`config.mk`:
```
export PLATFORM = sky130hd
export DESIGN_NAME = cvm_change_dispenser_flat
export DESIGN_NICKNAME = d
export VERILOG_FILES = /design/src/rtl/cvm_change_dispenser_if.sv /design/src/rtl/cvm_change_dispenser.sv /design/src/flat_wrapper.sv
export SDC_FILE = /design/constraint.sdc
export NUM_CORES = 1
export LEC_CHECK = 0
export ABC_CLOCK_PERIOD_IN_PS = 6200
export BUFFER_PORTS_ARGS = -buffer_cell sky130_fd_sc_hd__buf_2
export CAP_MARGIN = 15
export CORE_MARGIN = 5
export CORE_UTILIZATION = 62
export DETAILED_ROUTE_END_ITERATION = 6
export GPL_TIMING_DRIVEN = 0
export PLACE_DENSITY_LB_ADDON = 0.25
export SLEW_MARGIN = 20
export SYNTH_ARGS = -nofsm -noshare
export SYNTH_HDL_FRONTEND = slang
export SYNTH_SLANG_ARGS = --single-unit
```
`constraint.sdc`:
```
create_clock -name clk -period 6.2 [get_ports clk]
set_input_delay 0.93 -clock clk [delete_from_list [all_inputs] [get_ports clk]]
set_output_delay 0.93 -clock clk [all_outputs]
set_load 0.02 [all_outputs]
```
`src/rtl/cvm_change_dispenser_if.sv`:
```
// Strobe, sensor and solenoid bundle between the vending FSM/mechanics and the
// change dispenser. The master side issues strobes and reports sensors.
interface cvm_change_dispenser_if;
    logic del;
    logic rn;
    logic rd;
    logic clr_fault;
    logic vend_seen;
    logic coin_seen;
    logic vend_sol;
    logic nick_sol;
    logic dime_sol;
    logic busy;
    logic fault;
    logic ovf;

    modport master (
        output del, rn, rd, clr_fault, vend_seen, coin_seen,
        input  vend_sol, nick_sol, dime_sol, busy, fault, ovf
    );

    modport slave (
        input  del, rn, rd, clr_fault, vend_seen, coin_seen,
        output vend_sol, nick_sol, dime_sol, busy, fault, ovf
    );
endinterface

```
`src/rtl/cvm_change_dispenser.sv`:
```
// Queues product/nickel/dime strobes and actuates one solenoid at a time,
// waiting for drop-sensor confirmation; a missing confirmation latches a fault.
module cvm_change_dispenser #(
    parameter int CNT_W       = 3,
    parameter int PULSE_CYC   = 4,
    parameter int TIMEOUT_CYC = 16,
    parameter int TMR_W       = 5
) (
    input  logic                   clk,
    input  logic                   rst_,
    cvm_change_dispenser_if.slave  bus
);

    typedef enum logic [1:0] {IDLE, PULSE, WAIT, FAULT} state_t;
    // Encoding doubles as the index into the per-type vectors below.
    typedef enum logic [1:0] {SEL_V = 2'd0, SEL_D = 2'd1, SEL_N = 2'd2} sel_t;

    localparam logic [CNT_W-1:0] CNT_MAX      = '1;
    localparam logic [TMR_W-1:0] PULSE_LAST   = TMR_W'(PULSE_CYC - 1);
    localparam logic [TMR_W-1:0] TIMEOUT_LAST = TMR_W'(TIMEOUT_CYC - 1);

    state_t                     state_reg, state_next;
    sel_t                       sel_reg, sel_next;
    logic [TMR_W-1:0]           timer_reg, timer_next;
    logic [2:0]                 sol_reg, sol_next;
    logic                       fault_reg, fault_next;
    logic                       ovf_reg, ovf_next;
    logic [2:0][CNT_W-1:0]      pend_reg, pend_next;

    logic [2:0]                 strobe;
    logic [2:0]                 sat;
    logic [2:0]                 inc;
    logic [2:0]                 confirm;
    logic [2:0]                 pend_nz;
    logic                       sensor;

    function automatic logic [2:0] sel_onehot(input sel_t s);
        case (s)
            SEL_V:   sel_onehot = 3'b001;
            SEL_D:   sel_onehot = 3'b010;
            SEL_N:   sel_onehot = 3'b100;
            default: sel_onehot = 3'b000;
        endcase
    endfunction

    assign strobe = {bus.rn, bus.rd, bus.del};

    // Pending counters: saturating, and an increment plus a confirmation cancel out.
    genvar gi;
    generate
        for (gi = 0; gi < 3; gi++) begin : g_cnt
            assign sat[gi]       = (pend_reg[gi] == CNT_MAX);
            assign inc[gi]       = strobe[gi] & ~sat[gi];
            assign pend_nz[gi]   = |pend_reg[gi];
            assign pend_next[gi] = (inc[gi] && !confirm[gi]) ? pend_reg[gi] + CNT_W'(1) :
                                   (!inc[gi] && confirm[gi]) ? pend_reg[gi] - CNT_W'(1) :
                                                               pend_reg[gi];
        end
    endgenerate

    assign sensor = (sel_reg == SEL_V) ? bus.vend_seen : bus.coin_seen;

    always_comb begin
        state_next = state_reg;
        sel_next   = sel_reg;
        timer_next = timer_reg;
        sol_next   = 3'b000;
        fault_next = fault_reg;
        confirm    = 3'b000;

        case (state_reg)
            IDLE: begin
                if (|pend_nz) begin
                    if (pend_nz[SEL_V])      sel_next = SEL_V;
                    else if (pend_nz[SEL_D]) sel_next = SEL_D;
                    else                     sel_next = SEL_N;
                    state_next = PULSE;
                    timer_next = '0;
                    sol_next   = sel_onehot(sel_next);
                end
            end
            PULSE: begin
                if (timer_reg == PULSE_LAST) begin
                    state_next = WAIT;
                    timer_next = '0;
                end else begin
                    timer_next = timer_reg + TMR_W'(1);
                    sol_next   = sel_onehot(sel_reg);
                end
            end
            WAIT: begin
                if (sensor) begin
                    confirm    = sel_onehot(sel_reg);
                    state_next = IDLE;
                end else if (timer_reg == TIMEOUT_LAST) begin
                    state_next = FAULT;
                    fault_next = 1'b1;
                end else begin
                    timer_next = timer_reg + TMR_W'(1);
                end
            end
            FAULT: begin
                if (bus.clr_fault) begin
                    fault_next = 1'b0;
                    state_next = IDLE;
                end
            end
            default: state_next = IDLE;
        endcase
    end

    // A saturated strobe in the same cycle as clr_fault still reports overflow.
    always_comb begin
        ovf_next = ovf_reg;
        if (bus.clr_fault)
            ovf_next = 1'b0;
        if (|(strobe & sat))
            ovf_next = 1'b1;
    end

    always_ff @(posedge clk or negedge rst_) begin
        if (!rst_) begin
            state_reg <= IDLE;
            sel_reg   <= SEL_V;
            timer_reg <= '0;
            sol_reg   <= 3'b000;
            fault_reg <= 1'b0;
            ovf_reg   <= 1'b0;
            pend_reg  <= '0;
        end else begin
            state_reg <= state_next;
            sel_reg   <= sel_next;
            timer_reg <= timer_next;
            sol_reg   <= sol_next;
            fault_reg <= fault_next;
            ovf_reg   <= ovf_next;
            pend_reg  <= pend_next;
        end
    end

    assign bus.vend_sol = sol_reg[SEL_V];
    assign bus.dime_sol = sol_reg[SEL_D];
    assign bus.nick_sol = sol_reg[SEL_N];
    assign bus.fault    = fault_reg;
    assign bus.ovf      = ovf_reg;
    assign bus.busy     = (state_reg != IDLE) || (|pend_nz);

endmodule

```
`src/flat_wrapper.sv`:
```
// flat-port wrapper written by rule: the top's interface ports become plain ports
module cvm_change_dispenser_flat 
#(
    parameter int CNT_W       = 3,
    parameter int PULSE_CYC   = 4,
    parameter int TIMEOUT_CYC = 16,
    parameter int TMR_W       = 5
)
  (clk, rst_, bus_del, bus_rn, bus_rd, bus_clr_fault, bus_vend_seen, bus_coin_seen, bus_vend_sol, bus_nick_sol, bus_dime_sol, bus_busy, bus_fault, bus_ovf);
  cvm_change_dispenser_if bus_i ();
  input  logic clk;
  input  logic rst_;
  input wire logic [$bits(bus_i.del)-1:0] bus_del;
  input wire logic [$bits(bus_i.rn)-1:0] bus_rn;
  input wire logic [$bits(bus_i.rd)-1:0] bus_rd;
  input wire logic [$bits(bus_i.clr_fault)-1:0] bus_clr_fault;
  input wire logic [$bits(bus_i.vend_seen)-1:0] bus_vend_seen;
  input wire logic [$bits(bus_i.coin_seen)-1:0] bus_coin_seen;
  output wire logic [$bits(bus_i.vend_sol)-1:0] bus_vend_sol;
  output wire logic [$bits(bus_i.nick_sol)-1:0] bus_nick_sol;
  output wire logic [$bits(bus_i.dime_sol)-1:0] bus_dime_sol;
  output wire logic [$bits(bus_i.busy)-1:0] bus_busy;
  output wire logic [$bits(bus_i.fault)-1:0] bus_fault;
  output wire logic [$bits(bus_i.ovf)-1:0] bus_ovf;
  assign bus_i.del = bus_del;
  assign bus_i.rn = bus_rn;
  assign bus_i.rd = bus_rd;
  assign bus_i.clr_fault = bus_clr_fault;
  assign bus_i.vend_seen = bus_vend_seen;
  assign bus_i.coin_seen = bus_coin_seen;
  assign bus_vend_sol = bus_i.vend_sol;
  assign bus_nick_sol = bus_i.nick_sol;
  assign bus_dime_sol = bus_i.dime_sol;
  assign bus_busy = bus_i.busy;
  assign bus_fault = bus_i.fault;
  assign bus_ovf = bus_i.ovf;
  cvm_change_dispenser #(.CNT_W(CNT_W), .PULSE_CYC(PULSE_CYC), .TIMEOUT_CYC(TIMEOUT_CYC), .TMR_W(TMR_W)) u_core (.clk(clk), .rst_(rst_), .bus(bus_i));
endmodule
```
==> metrics.txt <==
status complete, no violations; worst-margin pin slew between 0.5 and 0.6 ns; met2 usage approximately 26%; Area Growth Syn to Fin 8.95%; Starting DRT DRC Count 21; die height roughly 58 um; post-synthesis area per instance 10.9 um2; number of synthesized register bits 23; RSZ-0062 raised after global routing no; cell area after layout ~0.0015 mm2; Period minus WS final 2.85 ns; largest net degree at the start of global routing 24; Reg2Reg Capture Point u_core.pend_reg[4]; dpl hpwl roughly 2.0 mm; Hold Fails Final Rpt 0; Vias per Instance 5.86; slack of the critical path 3.35 ns; first-pass GRT wire length around 4.5 mm; I/O pin count 14; CTS Buf Count 3; Top Family by Delay on Critical Path simple AND/OR/NAND/NOR gates; Worst Hold Class flip-flop to flip-flop; Hold Buf Count CTS 0; Worst Path Arrival 1.92 ns; Die ar. 0.00333 mm2; relative slew slack ~60%; Synth Net Count 150; cell count of the worst hold path 2; Post-Route Skew 0.00699 ns; ratio of cells with drive above 1 in the final layout 21.1%; clock root cell clkbuf_4; vias in the first global route 1021; Max IR drop VDD 0.000303 V; final net count approximately 170; hold endpoint u_core.bus.ovf; R2R Path Start u_core.state_reg[0]; layer with the highest usage met2; startpoint types flip-flop; drt wl/cell 15.1 um; max frequency 350 MHz; worst reg2reg path depth 8; vias post-DR 1025; worst endpoint required time 5.27 ns; H-Tree Depth 1; antenna violations before repair 0; Final Wtd Congestion 0.804; Setup violations, final 0; ANT cells 0; PortBufs 13; post-route ant nets 0; row cnt 17; Post-Synthesis Cells 130; crit path kind flip-flop to output pin; Critical Path Fanout Max 4; DP Worst Slack 3.60 ns; Post-Synthesis Cell Area 0.00141 mm2; CP Cell Sequence inv_1 -> ha_1 -> nor4b_2 -> nand3_1 -> buf_2; Pwr Density between 400 and 500 mW/mm2; core area 0.00219 mm2; clk sinks 23; TritonRoute pass-1 iters 4; met1 Use GR 23.3%; non-filler cells, final 175; register area share after synthesis 40.7%; static leakage 0.000723 uW; Area after DPL around 0.0015 mm2; grt met3 use a little under 3%; max cap viols 0; DRC Markers 0; TNS Setup 0 ns; Clock Latency Late Sink 0.31 ns; initial core utilization 64.5%; number of flip-flops under the largest register name 9; slowest CP cell dfrtp_1; TritonCTS clock tree built; synth warn 0; Longest Clk Path Bufs 2; Worst-path clk slew 0.13 ns; CP max stage delay 0.42 ns; worst path bufs/invs 2; Synth cell types 40; GRT overflow 0; Final Routed Wirelength 2.64 mm; # resized after CTS 0; fin crit share between 40% and 50%; Post-CTS Repair Setup Buffers 0; cell count after placement 171; Setup crit end kind output pin; hold_sp u_core.bus.ovf; Max Slew Vio Count 0; R2R setup slack 3.66 ns; worst hold slack 0.524 ns; Die X-Extent slightly below 60 um; GRT Util Overall around 17%
## worst max-delay path by stage
stage / cells after the start / startpoint / end / slack [ns]
3_5_place_dp: 7 / bus_vend_seen / u_core.pend_reg[4] / 3.60
3_3_place_gp: 7 / bus_vend_seen / u_core.pend_reg[4] / 3.65
2_1_floorplan: 6 / bus_vend_seen / u_core.pend_reg[4] / 3.86
4_1_cts: 5 / u_core.state_reg[1] / bus_busy / 3.35
6_report: 5 / u_core.state_reg[1] / bus_busy / 3.35
5_1_grt: 5 / u_core.state_reg[1] / bus_busy / 3.22
## power by group
group	switching [uW]	total, uW	internal (uW)
Combinational	175	341	166
Clock	44.6	69.7	25.1
Sequential	73.8	281	207
## cell type report
| type | count | area (um2) |
|---|---|---|
| sequential | 23 | 576 |
| tap | 28 | 35.0 |
| fill | 169 | 652 |
| inverter | 12 | 45.0 |
| timing repair buffer | 13 | 65.1 |
| multi-input combinational | 95 | 792 |
| clock buffer | 4 | 26.3 |
## per-stage QoR
step	util (%)	power [uW]
floorplan	-	540
global placement	69.0	599
detailed placement	69.0	622
CTS	70.2	693
global route	70.2	748
finish	70.2	692
## logic make-up after synthesis
kind of cell	share of synthesized area [%]
buffers and inverters	3.19
AOI/OAI and AO/OA	16.6
adders and majority gates	12.2
muxes	3.90
xor gates and xnor gates	5.58
DFF	40.7
and+or+nand+nor	17.8
## worst register-to-register path, cell delays in order (launching register included)
cell and delay, ns:
dfrtp_1 0.45, inv_1 0.11, ha_1 0.36, nand4bb_2 0.28, a21o_1 0.27, ha_1 0.21, inv_1 0.07, fa_1 0.41
mux2_2 0.27
## Yosys cell counts, drive strengths merged
cell      n  area [um2]
a211oi    1        12.5
a21o      2        15.0
a21oi     1        16.3
a22o      2        17.5
a31o      1        8.76
a31oi     4        25.0
a32o      1        11.3
and2b     1        8.76
and3      1        7.51
dfrtp    23         576
fa        3        60.1
ha        9         113
inv      12        45.0
mux2      4        45.0
mux2i     1        10.0
nand2     9        33.8
nand2b    3        18.8
nand3     3        15.0
nand3b    1        20.0
nand4     5        31.3
nand4bb   1        16.3
nor2      5        18.8
nor2b     1        6.26
nor3      3        15.0
nor4b     1        15.0
o211a     1        10.0
o211ai    1        12.5
o21ai     7        35.0
o21ba     1        10.0
o21bai    1        11.3
o22a      1        8.76
o2bb2ai   1        8.76
o311ai    1        8.76
o31ai     3        22.5
or2       1        6.26
or3       4        25.0
or4b      1        13.8
xnor2     3        26.3
xor2      6        52.6
## layout by cell type (no fill, tap or decap), drive strengths merged, types with 2 or more instances in the layout
cell type   n
clkbuf      4
a22o        2
buf        13
ha          9
nor3        3
dfrtp      23
a31oi       4
mux2        4
or3         4
a21o        2
nor2        5
o31ai       3
xor2        6
xnor2       3
nand3       3
nand4       5
o21ai       7
nand2b      3
nand2       9
inv        12
fa          3
## routing by layer
layer,vias to the layer above,part of all wire (%)
met5,-,0
met4,0,3.0
met3,8,5.3
met2,33,45
met1,475,46
li1,509,-
No activity file was read; power rests on OpenSTA's default activity.
